`src/rtl/spi_rom_pkg.sv`:
```
// spi_rom_pkg: shared constants and FSM states for the SPI EEPROM read sequencer
package spi_rom_pkg;
  localparam logic [7:0] CMD_READ = 8'h03;
  localparam logic REQ_BOOT = 1'b0;
  localparam logic REQ_CPU = 1'b1;
  typedef enum logic [2:0] {
    ST_IDLE,
    ST_GRANT,
    ST_CS_SETUP,
    ST_CMD,
    ST_ADDR,
    ST_DATA,
    ST_CS_HIGH,
    ST_GAP
  } state_t;
endpackage

```
`src/rtl/spi_rr_arb2.sv`:
```
// spi_rr_arb2: two-way round-robin arbiter with last-grant pointer
module spi_rr_arb2 (
  input  logic       clk,
  input  logic       rst_ni,
  input  logic       en_i,
  input  logic [1:0] req_i,
  output logic [1:0] gnt_o
);
  logic last_q;
  // a lone request wins outright; on a tie the requester not granted last wins
  always_comb gnt_o = req_i == 2'b11 ? (last_q ? 2'b01 : 2'b10) : req_i;
  // remember the latest winner; reset points at requester 1 so requester 0 is favoured
  always_ff @(posedge clk)
    if (!rst_ni) last_q <= 1'b1;
    else if (en_i && |req_i) last_q <= gnt_o[1];
endmodule

```
`src/rtl/spi_rom_read_ctrl.sv`:
```
// spi_rom_read_ctrl: arbitrated READ sequencer for an M95xxx SPI EEPROM (mode 0)
module spi_rom_read_ctrl
  import spi_rom_pkg::*;
#(
  parameter int CLK_DIV   = 4,
  parameter int ADDR_BITS = 16,
  parameter int CS_GAP    = 8
) (
  input  logic                 clk,
  input  logic                 reset,
  input  logic [1:0]           req,
  input  logic [ADDR_BITS-1:0] addr0,
  input  logic [ADDR_BITS-1:0] addr1,
  input  logic [7:0]           len0,
  input  logic [7:0]           len1,
  output logic [1:0]           grant,
  output logic                 rd_valid,
  output logic [7:0]           rd_data,
  output logic                 rd_id,
  output logic                 done,
  output logic                 busy,
  input  logic                 miso,
  output logic                 spi_clk_out,
  output logic                 mosi_out,
  output logic                 spi_en_out
);
  localparam int CW = $clog2((CLK_DIV > CS_GAP ? CLK_DIV : CS_GAP) + 1);
  localparam int BW = $clog2((ADDR_BITS > 8 ? ADDR_BITS : 8) + 1);
  localparam int TW = 8 + ADDR_BITS;
  state_t        state_q;
  logic [CW-1:0] div_q;
  logic [BW-1:0] bit_q;
  logic [7:0]    byte_q, rd_data_q;
  logic [6:0]    rx_q;
  logic [TW-1:0] tx_q;
  logic [1:0]    grant_q, win;
  logic          id_q, sck_q, mosi_q, en_q, rd_valid_q, done_q, busy_q;
  logic          wrap, shifting, rise, fall;
  spi_rr_arb2 u_arb (
    .clk   (clk),
    .rst_ni(reset),
    .en_i  (state_q == ST_IDLE),
    .req_i (req),
    .gnt_o (win)
  );
  assign wrap     = div_q == CW'(CLK_DIV - 1);
  assign shifting = state_q inside {ST_CS_SETUP, ST_CMD, ST_ADDR, ST_DATA};
  assign rise     = shifting && wrap && !sck_q;
  assign fall     = shifting && wrap && sck_q;
  assign grant       = grant_q;
  assign rd_valid    = rd_valid_q;
  assign rd_data     = rd_data_q;
  assign rd_id       = id_q;
  assign done        = done_q;
  assign busy        = busy_q;
  assign spi_clk_out = sck_q;
  assign mosi_out    = mosi_q;
  assign spi_en_out  = en_q;
  // sequencer: the CS_SETUP wrap is the first SCK rise; phase changes happen on falling edges
  always_ff @(posedge clk) begin
    if (!reset) begin
      state_q    <= ST_IDLE;
      div_q      <= '0;
      bit_q      <= '0;
      byte_q     <= '0;
      rx_q       <= '0;
      tx_q       <= '0;
      rd_data_q  <= '0;
      grant_q    <= '0;
      id_q       <= 1'b0;
      sck_q      <= 1'b0;
      mosi_q     <= 1'b0;
      en_q       <= 1'b1;
      rd_valid_q <= 1'b0;
      done_q     <= 1'b0;
      busy_q     <= 1'b0;
    end else begin
      grant_q    <= '0;
      rd_valid_q <= 1'b0;
      done_q     <= 1'b0;
      div_q      <= wrap ? '0 : div_q + CW'(1);
      if (rise) begin
        sck_q <= 1'b1;
        bit_q <= bit_q + BW'(1);
        rx_q  <= {rx_q[5:0], miso};
      end
      if (fall) begin
        sck_q  <= 1'b0;
        mosi_q <= tx_q[TW-2];
        tx_q   <= {tx_q[TW-2:0], 1'b0};
      end
      case (state_q)
        ST_IDLE:
          if (|req) begin
            state_q <= ST_GRANT;
            grant_q <= win;
            busy_q  <= 1'b1;
            id_q    <= win[REQ_CPU];
            tx_q    <= {CMD_READ, win[REQ_CPU] ? addr1 : addr0};
            byte_q  <= win[REQ_CPU] ? len1 : len0;
          end
        ST_GRANT: begin
          state_q <= ST_CS_SETUP;
          en_q    <= 1'b0;
          mosi_q  <= tx_q[TW-1];
          div_q   <= '0;
          bit_q   <= '0;
        end
        ST_CS_SETUP: if (wrap) state_q <= ST_CMD;
        ST_CMD:
          if (fall && bit_q == BW'(8)) begin
            state_q <= ST_ADDR;
            bit_q   <= '0;
          end
        ST_ADDR:
          if (fall && bit_q == BW'(ADDR_BITS)) begin
            state_q <= ST_DATA;
            bit_q   <= '0;
          end
        ST_DATA:
          if (rise && bit_q == BW'(7)) begin
            rd_valid_q <= 1'b1;
            rd_data_q  <= {rx_q, miso};
            bit_q      <= '0;
            byte_q     <= byte_q - 8'd1;
            if (byte_q == 8'd0) state_q <= ST_CS_HIGH;
          end
        ST_CS_HIGH:
          if (wrap) begin
            state_q <= ST_GAP;
            sck_q   <= 1'b0;
            en_q    <= 1'b1;
            mosi_q  <= 1'b0;
            done_q  <= 1'b1;
          end
        ST_GAP: begin
          div_q <= div_q + CW'(1);
          if (div_q == CW'(CS_GAP - 1)) begin
            state_q <= ST_IDLE;
            busy_q  <= 1'b0;
          end
        end
        default: state_q <= ST_IDLE;
      endcase
    end
  end
endmodule

```
`config.mk`:
```
export PLATFORM = sky130hd
export DESIGN_NAME = spi_rom_read_ctrl
export DESIGN_NICKNAME = d
export VERILOG_FILES = /design/src/rtl/spi_rom_pkg.sv /design/src/rtl/spi_rr_arb2.sv /design/src/rtl/spi_rom_read_ctrl.sv
export SDC_FILE = /design/constraint.sdc
export NUM_CORES = 1
export LEC_CHECK = 0
export ABC_AREA = 1
export CAP_MARGIN = 5
export CORE_UTILIZATION = 27
export CTS_CLUSTER_DIAMETER = 100
export DETAILED_ROUTE_END_ITERATION = 8
export PLACE_DENSITY = 0.48
export SKIP_CTS_REPAIR_TIMING = 1
export SLEW_MARGIN = 25
export SYNTH_ARGS = -nofsm -noshare
export SYNTH_HDL_FRONTEND = slang
export SYNTH_HIERARCHICAL = 1
export SYNTH_SLANG_ARGS = --single-unit
```
`constraint.sdc`:
```
create_clock -name clk -period 3.85 [get_ports clk]
set_input_delay 1.155 -clock clk [delete_from_list [all_inputs] [get_ports clk]]
set_output_delay 1.155 -clock clk [all_outputs]
set_load 0.02 [all_outputs]
```
# ---- Word level (Yosys, flattened, before mapping)
# Cells that the tools add are included.
dict set report word_totals {
  reg_bits 69
  latch_bits 0
  ram_bits 0
  romBits 0
  mem_count 0
}
dict set report classes {
  addsub 3
  div_mod_pow 0
  n_eq_ne 21
  multipliers 0
  shift 0
  n_lt_le_gt_ge 0
  mux 40
  n_bitwise 0
  reduce_logical 24
}
# operator n
set ops {}
lappend ops {{$mux W24} 3}
lappend ops {{$mux W3} 8}
lappend ops {{$mux W8} 3}
lappend ops {{$pmux W3 S8} 1}
lappend ops {{$mux W5} 4}
lappend ops {{$pmux W5 S4} 1}
lappend ops {{$mux W16} 1}
lappend ops {{$pmux W8 S2} 1}
lappend ops {{$eq A3 B3 Y1 const B} 4}
lappend ops {{$mux W1} 11}
lappend ops {{$reduce_and A2 Y1} 5}
lappend ops {{$reduce_and A3 Y1} 3}
lappend ops {{$logic_not A8 Y1} 1}
lappend ops {{$ne A2 B1 Y1 const B} 4}
lappend ops {{$ne A2 B2 Y1 const B} 4}
lappend ops {{$pmux W4 S2} 1}
lappend ops {{$reduce_and A8 Y1} 1}
lappend ops {{$sub A8 B1 Y8 const B} 1}
lappend ops {{$logic_and A1 B1 Y1} 7}
lappend ops {{$eq A3 B2 Y1 const B} 2}
lappend ops {{$pmux W1 S2} 3}
lappend ops {{$reduce_bool A2 Y1} 3}
lappend ops {{$add A5 B1 Y5 const B} 1}
lappend ops {{$eq A5 B3 Y1 const B} 1}
lappend ops {{other kinds (13)} 14}

# ---- Depth between registers and ports, before layout
# Gate-level depths: netlist of run 1.
dict set report depth {
  word_depth 8
  depth_mapped 15
  ltp_nobuf 14
}

# ---- By module
# The synthesis of run 1 kept the hierarchy.
# mod instances area_per_inst_um2 cells_per_inst seq_area_each_um2
set modules_own_cells {}
lappend modules_own_cells {spi_rom_read_ctrl 1 3375.7 450 1361.3}
lappend modules_own_cells {spi_rr_arb2 1 65.1 9 20.0}

# ---- Least setup slack after synthesis of run 1
# No wires, ideal clock.
dict set report synth_timing {
  path_type {input-to-reg}
  start {in req[0]}
  end {reg byte_q[4]}
  cell_stages 10
  required_ns 3.731
  t_arrival_ns 2.057
  setup_slack_ns 1.674
  setup_ns 0.119
  path_buffers 1
  path_cell_list {nand2_1 > and2_1 > buf_2 > clkinv_1 > nand2_1 > nand2_1 > nand2_1 > inv_1 > o21ai_0 > a21oi_1}
}
dict set report synth_between {
  elab_chain_len 5
}
# element line_no
set synth_lines {}
lappend synth_lines {{from (decl)} spi_rom_read_ctrl.sv:11} ;# input logic [1:0] req,
lappend synth_lines {{$eq A2 B2 Y1} spi_rr_arb2.sv:11} ;# always_comb gnt_o = req_i == 2'b11 ? (last_q ? 2'b01 : 2'b10) : req_i;
lappend synth_lines {{$mux W2} spi_rr_arb2.sv:11}
lappend synth_lines {{named net win[1]} spi_rom_read_ctrl.sv:36} ;# logic [1:0] grant_q, win;
lappend synth_lines {{$mux W8} spi_rom_read_ctrl.sv:100} ;# byte_q <= win[REQ_CPU] ? len1 : len0;
lappend synth_lines {{$mux W8} spi_rom_read_ctrl.sv:94} ;# if (|req) begin
lappend synth_lines {{$pmux W8 S2} spi_rom_read_ctrl.sv:92} ;# case (state_q)
lappend synth_lines {{to (signal assigned)} spi_rom_read_ctrl.sv:100}
lappend synth_lines {{to (signal assigned)} spi_rom_read_ctrl.sv:125} ;# byte_q <= byte_q - 8'd1;
lappend synth_lines {{to (decl)} spi_rom_read_ctrl.sv:33} ;# logic [7:0] byte_q, rd_data_q;
# The timed path passes the listed nets, and every way through them passes these cells. The select of a mux whose other input is x is not followed.
# A chain may end at the register's enable or synchronous reset.

# ---- Worst setup path after layout of run 1
dict set report layout_timing {
  start {reg state_q[1]}
  end {reg bit_q[2]}
}
dict set report layout_between {
  elab_chain_len 7
}
# element line_no
set layout_lines {}
lappend layout_lines {{from (decl)} spi_rom_read_ctrl.sv:30} ;# state_t state_q;
lappend layout_lines {{from (signal assigned)} spi_rom_read_ctrl.sv:62} ;# state_q <= ST_IDLE;
lappend layout_lines {{from (signal assigned)} spi_rom_read_ctrl.sv:95} ;# state_q <= ST_GRANT;
lappend layout_lines {{from (signal assigned)} spi_rom_read_ctrl.sv:103} ;# state_q <= ST_CS_SETUP;
lappend layout_lines {{$eq A3 B2 Y1, or another cell as far along} spi_rom_read_ctrl.sv:47} ;# assign shifting = state_q inside {ST_CS_SETUP, ST_CMD, ST_ADDR, ST_DATA};
lappend layout_lines {{$reduce_bool A4 Y1} spi_rom_read_ctrl.sv:47}
lappend layout_lines {{$logic_and A1 B1 Y1} {spi_rom_read_ctrl.sv:48, spi_rom_read_ctrl.sv:49}}
lappend layout_lines {{$logic_and A1 B1 Y1 (on tied branches)} {spi_rom_read_ctrl.sv:48, spi_rom_read_ctrl.sv:49}}
lappend layout_lines {{$mux W5, or another cell as far along} spi_rom_read_ctrl.sv:82} ;# if (rise) begin
lappend layout_lines {{$mux W5 (on tied branches)} {spi_rom_read_ctrl.sv:121, spi_rom_read_ctrl.sv:111, spi_rom_read_ctrl.sv:116}}
lappend layout_lines {{$pmux W5 S4 (*)} spi_rom_read_ctrl.sv:92}
lappend layout_lines {{to (signal assigned)} spi_rom_read_ctrl.sv:84} ;# bit_q <= bit_q + BW'(1);
lappend layout_lines {{to (decl)} spi_rom_read_ctrl.sv:32} ;# logic [BW-1:0] bit_q;
# Every way passes the cells marked *; elsewhere a longest branch is shown, timed or not.

==> metrics.txt, run 1 <==
# TYPE chip_impl_metric gauge
chip_impl_metric{name="finalCritPeriodShare",unit=""} 0.6923
chip_impl_metric{name="layout-drive-gt1-share",unit=""} 0.1040
chip_impl_info{name="r2r_start",value="state_q[1]"} 1
chip_impl_metric{name="gpl.final_weighted_congestion",unit=""} 0.8473
chip_impl_metric{name="number_of_global_route_vias_before_repair",unit=""} 3010
chip_impl_info{name="setup_repair_after_global_routing_missed_its_margin",value="false"} 1
chip_impl_metric{name="cp_max_fo",unit=""} 26
chip_impl_metric{name="antennaDiodeCount",unit=""} 0
chip_impl_metric{name="peakVddDrop",unit="mV"} 0.2927
chip_impl_info{name="cp-end-kind",value="flop"} 1
chip_impl_metric{name="slew_violations",unit=""} 0
chip_impl_metric{name="floorplan.io_pins",unit=""} 70
chip_impl_metric{name="total_core_area",unit="mm^2"} 0.01221
chip_impl_info{name="cpMaxStageDelayCell",value="sky130_fd_sc_hd__dfxtp_1"} 1
chip_impl_metric{name="dr_total_vias",unit=""} 3147
chip_impl_metric{name="cts_max_level",unit=""} 3
chip_impl_metric{name="cap_violations",unit=""} 0
chip_impl_metric{name="postSynthNetCount",unit=""} 522
chip_impl_metric{name="port_buffers",unit=""} 69
chip_impl_metric{name="die_area",unit="mm^2"} 0.01320
chip_impl_info{name="critical_path_class",value="flop to flop"} 1
chip_impl_info{name="timing.hold.worst.class",value="flop to flop"} 1
chip_impl_metric{name="syn_area_per_cell",unit="um^2"} 7.496
chip_impl_metric{name="period_minus_slack",unit="ns"} 2.665
chip_impl_metric{name="placementRows",unit=""} 40
chip_impl_metric{name="fin_worst_skew",unit="ns"} 0.007908
chip_impl_metric{name="final-setup-viol-count",unit=""} 0
chip_impl_metric{name="drtAntennaViolNets",unit=""} 0
chip_impl_metric{name="clk_path_buf_depth",unit=""} 2
chip_impl_metric{name="timing.hold.ws",unit="ns"} 0.4569
chip_impl_metric{name="drc",unit=""} 0
chip_impl_metric{name="slew_headroom",unit=""} 0.6250
chip_impl_metric{name="grt_pass1_wl",unit="um"} 14470
chip_impl_metric{name="ys_ff_latch",unit=""} 69
chip_impl_metric{name="synth_top_area_share",unit=""} 0.4015
chip_impl_metric{name="worst-slew-pin-transition",unit="ns"} 0.5606
chip_impl_metric{name="drt_first_pass_iters",unit=""} 4
chip_impl_metric{name="finish.net_count",unit=""} 587
chip_impl_metric{name="pin_count_of_the_biggest_net_entering_global_routing",unit=""} 27
chip_impl_metric{name="first_iter_violations",unit=""} 182
chip_impl_metric{name="fin_setup_tns",unit="ns"} 0
chip_impl_metric{name="cells_on_worst_reg2reg_path",unit=""} 12
chip_impl_metric{name="routed_wire_length_per_instance",unit="um"} 12.83
chip_impl_info{name="tritoncts",value="done"} 1
chip_impl_metric{name="hold_viol_final",unit=""} 0
chip_impl_info{name="r2r-end",value="bit_q[2]"} 1
chip_impl_info{name="status",value="finished, final reports clean"} 1
chip_impl_metric{name="synth-seq-area-share",unit=""} 0.4015
chip_impl_metric{name="synth-warning-count",unit=""} 6
chip_impl_metric{name="route.detailed.vias_per_inst",unit=""} 4.515
chip_impl_metric{name="die_wd",unit="um"} 114.9
chip_impl_info{name="post_synth_most_frequent_cells",value="sky130_fd_sc_hd__nor2_1, sky130_fd_sc_hd__nand2_1, sky130_fd_sc_hd__dfxtp_1, sky130_fd_sc_hd__o21ai_0, sky130_fd_sc_hd__inv_1"} 1
chip_impl_metric{name="max_frequency",unit="MHz"} 375.2
chip_impl_info{name="worstSetupStartpoint",value="state_q[1]"} 1
chip_impl_info{name="crit_path_end",value="bit_q[2]"} 1
chip_impl_metric{name="power.density_cell_area",unit="mW/mm^2"} 611.9
chip_impl_metric{name="gr-usage-all-layers",unit=""} 0.1405
chip_impl_metric{name="synthesis.instances",unit=""} 459
chip_impl_metric{name="area.growth.synth_to_final",unit="%"} 34.95
chip_impl_metric{name="rrSetupSlack",unit="ns"} 1.18
chip_impl_metric{name="power.leakage",unit="nW"} 1.987
chip_impl_metric{name="clkSinkCount",unit=""} 69
chip_impl_metric{name="cts.clk_slew.worst_paths",unit="ns"} 0.06
chip_impl_metric{name="worst_path_largest_cell_delay",unit="ns"} 0.47
chip_impl_metric{name="initial_utilization",unit=""} 0.2818
chip_impl_info{name="startpoint_type",value="flop"} 1
chip_impl_info{name="post-synth-top-area-cell",value="sky130_fd_sc_hd__dfxtp_1"} 1
chip_impl_metric{name="grt_overflow_total",unit=""} 0
chip_impl_info{name="synth_top_cells_by_area",value="sky130_fd_sc_hd__dfxtp_1, sky130_fd_sc_hd__nor2_1, sky130_fd_sc_hd__nand2_1"} 1
chip_impl_metric{name="cts-buffers-inserted",unit=""} 9
chip_impl_metric{name="cp.required",unit="ns"} 4.05
chip_impl_metric{name="dpl.hpwl",unit="um"} 6282
chip_impl_metric{name="synth_async_sr_flop_share",unit=""} 0
chip_impl_info{name="crit_path_cell_trace",value="inv_2 -> ha_1 -> nor2_1 -> ha_1 -> buf_4 -> inv_2 -> nor2_1 -> a21oi_1 -> inv_1 -> nand2_1 -> o21ai_1 -> nor3_1"} 1
chip_impl_metric{name="grt_antenna_before_repair",unit=""} 0
chip_impl_metric{name="routed_wl",unit="um"} 8940
chip_impl_metric{name="post_synth_num_cell_types",unit=""} 37
chip_impl_metric{name="fp.dieH",unit="um"} 114.9
chip_impl_metric{name="synthesis.area",unit="mm^2"} 0.003441
chip_impl_info{name="synthMostInstantiatedCell",value="sky130_fd_sc_hd__nor2_1"} 1
chip_impl_info{name="synth_ff_type",value="sky130_fd_sc_hd__dfxtp_1"} 1
chip_impl_metric{name="clk_latency",unit="ns"} 0.33
chip_impl_metric{name="synth-edff-count",unit=""} 0
chip_impl_metric{name="critPathArrivalTime",unit="ns"} 2.87
chip_impl_info{name="root_buffer_master",value="sky130_fd_sc_hd__clkbuf_16"} 1
## layout by cell type (no fill, tap or decap), types with 2 or more instances in the layout
cell type and n:
sky130_fd_sc_hd__nor2_2 5, sky130_fd_sc_hd__clkinv_1 2, sky130_fd_sc_hd__ha_1 10, sky130_fd_sc_hd__inv_1 27
sky130_fd_sc_hd__o32ai_1 5, sky130_fd_sc_hd__a21oi_1 24, sky130_fd_sc_hd__mux2i_1 16, sky130_fd_sc_hd__xor2_1 2
sky130_fd_sc_hd__nand2_2 5, sky130_fd_sc_hd__o21ai_0 32, sky130_fd_sc_hd__o21ai_1 6, sky130_fd_sc_hd__xnor2_1 2
sky130_fd_sc_hd__clkbuf_16 9, sky130_fd_sc_hd__bufinv_16 4, sky130_fd_sc_hd__buf_4 4, sky130_fd_sc_hd__nand3_1 16
sky130_fd_sc_hd__o32ai_2 10, sky130_fd_sc_hd__nand2_1 72, sky130_fd_sc_hd__nand4_1 3, sky130_fd_sc_hd__inv_2 8
sky130_fd_sc_hd__dfxtp_1 69, sky130_fd_sc_hd__nor2_1 108, sky130_fd_sc_hd__clkdlybuf4s50_1 69, sky130_fd_sc_hd__nor3_1 5
## area by class of cell
class                   count  area (um^2)
fillers                  1302         7569
multi-input cells         334         1822
flip-flops and latches     69         1381
repair buffers             73        720.7
clock buffers               9        225.2
well taps                 168        210.2
clock inverters             7        145.1
inverters                  37        138.9
## routing by layer
layer  wire length (um)  track usage  vias to the layer above  part of all wire
met5                  0            0                        -                 0
met1               4658       0.1971                     1427              0.52
met2               3680       0.2084                       69              0.41
met3                472      0.03479                       10             0.053
li1                   -            -                     1641                 -
met4                129      0.04935                        0             0.014
## kinds of logic (layout without fill, tap and decap cells)
kind of cell | count (synthesis) | count (layout) | share of synthesized area
compound gates | 83 | 83 | 0.1647
xor+xnor | 4 | 4 | 0.01018
fa+ha+maj | 10 | 10 | 0.03636
flops | 69 | 69 | 0.4015
simple gates | 221 | 221 | 0.2716
buf+inv | 56 | 126 | 0.06909
mux | 16 | 16 | 0.04654
## worst min-delay path by stage
stage                         from  slack [ns]  cells after the start       end
after detailed placement  div_q[0]        0.45                      1  div_q[0]
after global placement    div_q[0]        0.43                      1  div_q[0]
after CTS                 div_q[0]        0.46                      1  div_q[0]
final                     div_q[0]        0.46                      1  div_q[0]
after floorplan           div_q[0]        0.42                      1  div_q[0]
after global routing      tx_q[22]        0.49                      2  tx_q[22]
## registers in the layout, indices dropped and copies added (netlist names)
signal and flops:
tx_q 24, byte_q 8, rd_data 8, rx_q 7, bit_q 5, div_q 4, state_q 3, grant 2
busy 1, done 1, mosi_out 1, rd_id 1, rd_valid 1, spi_clk_out 1, spi_en_out 1, u_arb/last_q 1
## report_power, final
part | switching (mW) | internal (mW) | leakage (nW) | total, mW
clock | 0.321 | 0.702 | 0.176 | 1.02
sequential | 0.106 | 0.866 | 0.563 | 0.972
combinational | 0.511 | 0.336 | 1.25 | 0.847
## worst max-delay path: cells and delay by family (launching register included)
family | cells | cell delay (ns)
adder cells (fa/ha/maj) | 2 | 0.47
AO/OA/AOI/OAI | 2 | 0.41
buffers and inverters | 4 | 0.70
flip-flops | 1 | 0.47
AND/OR/NAND/NOR | 4 | 0.48
## through the flow
| step | util | power [mW] | cell area (um^2) | worst slack, ns | instances |
|---|---|---|---|---|---|
| after floorplan | - | 1.602 | 3441 | 1.674 | 459 |
| after global placement | 0.3499 | 1.826 | 4273 | 0.8617 | 681 |
| after detailed placement | 0.3499 | 1.832 | 4273 | 0.8460 | 681 |
| after CTS | 0.3802 | 2.872 | 4643 | 1.138 | 697 |
| after global routing | 0.3802 | 3.038 | 4643 | 0.9175 | 697 |
| final | 0.3802 | 2.841 | 4643 | 1.185 | 697 |
No activity file was read; power rests on OpenSTA's default activity.
==> inputs of run 2 (changes only) <==
--- a/config.mk
+++ b/config.mk
@@ -10,7 +10,7 @@
 export CORE_UTILIZATION = 27
 export CTS_CLUSTER_DIAMETER = 100
 export DETAILED_ROUTE_END_ITERATION = 8
-export PLACE_DENSITY = 0.48
+export PLACE_DENSITY = 0.5
 export SKIP_CTS_REPAIR_TIMING = 1
 export SLEW_MARGIN = 25
 export SYNTH_ARGS = -nofsm -noshare
==> constraint.sdc (replaced) <==
create_clock -name clk -period 2.2 [get_ports clk]
set_input_delay 0.66 -clock clk [delete_from_list [all_inputs] [get_ports clk]]
set_output_delay 0.66 -clock clk [all_outputs]
set_load 0.02 [all_outputs]
==> run 2 against run 1 <==
- combinational power rose by 89%
- global-route usage barely moved
- largest power group is now sequential cells
- power rose by 71%
- register-to-register slack got worse by 0.97 ns
- routed wire length fell by 2.4%
- final area rose by 2.6%
- die area did not move
- first-iteration DRC count rose by 2.7%
- setup slack got worse by 0.99 ns
- worst hold slack got worse by 0.0039 ns
- clock skew fell by 0.0013 ns
==> metrics.txt, run 2 (same netlist as run 1, synthesis figures left out) <==
# TYPE chip_impl_metric gauge
chip_impl_info{name="most-common-layout-cells",value="sky130_fd_sc_hd__nor2_1, sky130_fd_sc_hd__nand2_1, sky130_fd_sc_hd__dfxtp_1, sky130_fd_sc_hd__clkdlybuf4s50_1, sky130_fd_sc_hd__o21ai_0"} 1
chip_impl_metric{name="gpl.final_weighted_congestion",unit=""} 0.8208
chip_impl_info{name="layout_commonest_cell",value="sky130_fd_sc_hd__nor2_1"} 1
chip_impl_info{name="crit_path_cell_trace",value="clkdlybuf4s50_1"} 1
chip_impl_metric{name="grt_antenna_before_repair",unit=""} 0
chip_impl_metric{name="worst_path_largest_cell_delay",unit="ns"} 0.64
chip_impl_metric{name="drc",unit=""} 0
chip_impl_metric{name="cts.clk_slew.worst_paths",unit="ns"} 0.06
chip_impl_metric{name="cap_violations",unit=""} 0
chip_impl_metric{name="port_buffers",unit=""} 69
chip_impl_metric{name="final-setup-viol-count",unit=""} 0
chip_impl_metric{name="first_iter_violations",unit=""} 187
chip_impl_info{name="critical_path_class",value="flop to primary output"} 1
chip_impl_metric{name="area.growth.synth_to_final",unit="%"} 38.44
chip_impl_metric{name="cts-buffers-inserted",unit=""} 9
chip_impl_metric{name="drt_first_pass_iters",unit=""} 4
chip_impl_metric{name="grt_pass1_wl",unit="um"} 14500
chip_impl_metric{name="route.detailed.vias_per_inst",unit=""} 4.442
chip_impl_info{name="cpMaxStageDelayCell",value="sky130_fd_sc_hd__clkdlybuf4s50_1"} 1
chip_impl_metric{name="antennaDiodeCount",unit=""} 0
chip_impl_metric{name="cp.required",unit="ns"} 1.54
chip_impl_info{name="cp-end-kind",value="primary output"} 1
chip_impl_info{name="timing.hold.worst.class",value="flop to flop"} 1
chip_impl_info{name="setup_repair_after_global_routing_missed_its_margin",value="false"} 1
chip_impl_metric{name="cts_max_level",unit=""} 3
chip_impl_metric{name="worstPathBufferInverterCount",unit=""} 1
chip_impl_metric{name="fin_worst_skew",unit="ns"} 0.006606
chip_impl_metric{name="cells_on_worst_reg2reg_path",unit=""} 14
chip_impl_metric{name="hold_viol_final",unit=""} 0
chip_impl_info{name="r2r-end",value="state_q[1]"} 1
chip_impl_info{name="status",value="finished, final reports clean"} 1
chip_impl_metric{name="critPathArrivalTime",unit="ns"} 1.34
chip_impl_metric{name="layout-drive-gt1-share",unit=""} 0.1371
chip_impl_metric{name="worst-slew-pin-transition",unit="ns"} 0.3135
chip_impl_info{name="root_buffer_master",value="sky130_fd_sc_hd__clkbuf_16"} 1
chip_impl_info{name="worstSetupStartpoint",value="spi_clk_out"} 1
chip_impl_metric{name="power.density_cell_area",unit="mW/mm^2"} 1021
chip_impl_metric{name="placementRows",unit=""} 40
chip_impl_metric{name="die_wd",unit="um"} 114.9
chip_impl_metric{name="slew_headroom",unit=""} 0.7896
chip_impl_metric{name="clkSinkCount",unit=""} 69
chip_impl_metric{name="finish.net_count",unit=""} 605
chip_impl_metric{name="floorplan.io_pins",unit=""} 70
chip_impl_metric{name="gr-usage-all-layers",unit=""} 0.1402
chip_impl_metric{name="cp_max_fo",unit=""} 3
chip_impl_metric{name="routed_wl",unit="um"} 8726
chip_impl_metric{name="peakVddDrop",unit="mV"} 0.4533
chip_impl_metric{name="final_core_utilization",unit=""} 0.3901
chip_impl_metric{name="number_of_global_route_vias_before_repair",unit=""} 3090
chip_impl_metric{name="power.leakage",unit="nW"} 2.055
chip_impl_metric{name="fin_setup_tns",unit="ns"} 0
chip_impl_metric{name="routed_wire_length_per_instance",unit="um"} 12.20
chip_impl_metric{name="initial_utilization",unit=""} 0.2818
chip_impl_metric{name="die_area",unit="mm^2"} 0.01320
chip_impl_metric{name="hold-path-cell-count",unit=""} 1
chip_impl_metric{name="slew_violations",unit=""} 0
chip_impl_info{name="top_register",value="tx_q"} 1
chip_impl_metric{name="pin_count_of_the_biggest_net_entering_global_routing",unit=""} 26
chip_impl_metric{name="fp.dieH",unit="um"} 114.9
chip_impl_info{name="cpLargestDelayFamily",value="buffers and inverters"} 1
chip_impl_metric{name="grt_overflow_total",unit=""} 0
chip_impl_metric{name="clk_path_buf_depth",unit=""} 2
chip_impl_info{name="r2r_start",value="state_q[1]"} 1
chip_impl_metric{name="max_frequency",unit="MHz"} 499.6
chip_impl_info{name="worst_min_delay_path_endpoint",value="div_q[0]"} 1
chip_impl_metric{name="rrSetupSlack",unit="ns"} 0.21
chip_impl_metric{name="clk_latency",unit="ns"} 0.34
chip_impl_info{name="hold_start",value="div_q[0]"} 1
chip_impl_info{name="tritoncts",value="done"} 1
chip_impl_metric{name="layout.filler_cells",unit=""} 1294
chip_impl_metric{name="dpl.hpwl",unit="um"} 6252
chip_impl_metric{name="drtAntennaViolNets",unit=""} 0
chip_impl_metric{name="period_minus_slack",unit="ns"} 2.002
chip_impl_metric{name="max_reg_flops",unit=""} 24
chip_impl_metric{name="finalCritPeriodShare",unit=""} 0.9099
chip_impl_metric{name="total_core_area",unit="mm^2"} 0.01221
chip_impl_info{name="startpoint_type",value="flop"} 1
chip_impl_metric{name="dr_total_vias",unit=""} 3176
[run 2: cell types whose count changed in the layout (fill, tap and decap cells not counted), sizes merged]
cell / delta
buf: +18
bufinv: -2
clkinvlp: +2
clkinv: +1
inv: -1
[run 2: layout make-up]
class	instances	area, um^2	area share
clock buffers	9	225.2	0.04728
clock inverters	7	100.1	0.02101
inverters	37	138.9	0.02916
multi-input cells	334	1827	0.3835
flip-flops and latches	69	1381	0.2900
well taps	168	210.2	0.04413
repair buffers	91	880.8	0.1849
[run 2: worst max-delay path by stage]
| stage | to | cells past startpoint | slack, ns |
|---|---|---|---|
| after global routing | state_q[2] | 14 | 0.009 |
| after global placement | byte_q[4] | 10 | -0.06 |
| final | spi_clk_out | 1 | 0.20 |
| after floorplan | byte_q[7] | 12 | 0.22 |
| after detailed placement | byte_q[4] | 10 | -0.12 |
| after CTS | bit_q[1] | 11 | 0.12 |
[run 2: metrics by stage]
step	total power [mW]	std cells	hold WS, ns	instance area, um^2	setup WS [ns]
2_1_floorplan	2.803	459	0.4175	3441	0.2225
3_3_place_gp	3.310	699	0.4308	4433	-0.05729
3_5_place_dp	3.312	699	0.4457	4433	-0.1210
4_1_cts	4.928	715	0.4562	4758	0.1182
5_1_grt	5.218	715	0.4850	4763	0.008502
6_report	4.865	715	0.4530	4763	0.1982
[run 2: where the power goes]
| part | leakage, nW | internal (mW) | switching, mW |
|---|---|---|---|
| registers | 0.563 | 1.52 | 0.172 |
| logic | 1.34 | 0.690 | 0.914 |
| clock network | 0.148 | 0.995 | 0.578 |
[run 2: routing by layer]
| layer | up-vias | wire (um) | GRT usage | share of wire |
|---|---|---|---|---|
| met4 | 0 | 101 | 0.05195 | 0.012 |
| met1 | 1411 | 4517 | 0.1860 | 0.52 |
| met2 | 78 | 3557 | 0.2129 | 0.41 |
| met3 | 11 | 550 | 0.04375 | 0.063 |
| li1 | 1676 | - | - | - |
| met5 | - | 0 | 0 | 0 |
==> inputs of run 3 (changes only) <==
--- a/config.mk
+++ b/config.mk
@@ -9,6 +9,7 @@
 export CAP_MARGIN = 5
 export CORE_UTILIZATION = 27
 export CTS_CLUSTER_DIAMETER = 100
+export CTS_CLUSTER_SIZE = 24
 export DETAILED_ROUTE_END_ITERATION = 8
 export PLACE_DENSITY = 0.5
 export SKIP_CTS_REPAIR_TIMING = 1
@@ -17,3 +18,4 @@
 export SYNTH_HDL_FRONTEND = slang
 export SYNTH_HIERARCHICAL = 1
 export SYNTH_SLANG_ARGS = --single-unit
+export TNS_END_PERCENT = 30
==> results of run 3 <==
Same layout as run 2: the final DEF is identical, and so are final timing and power.
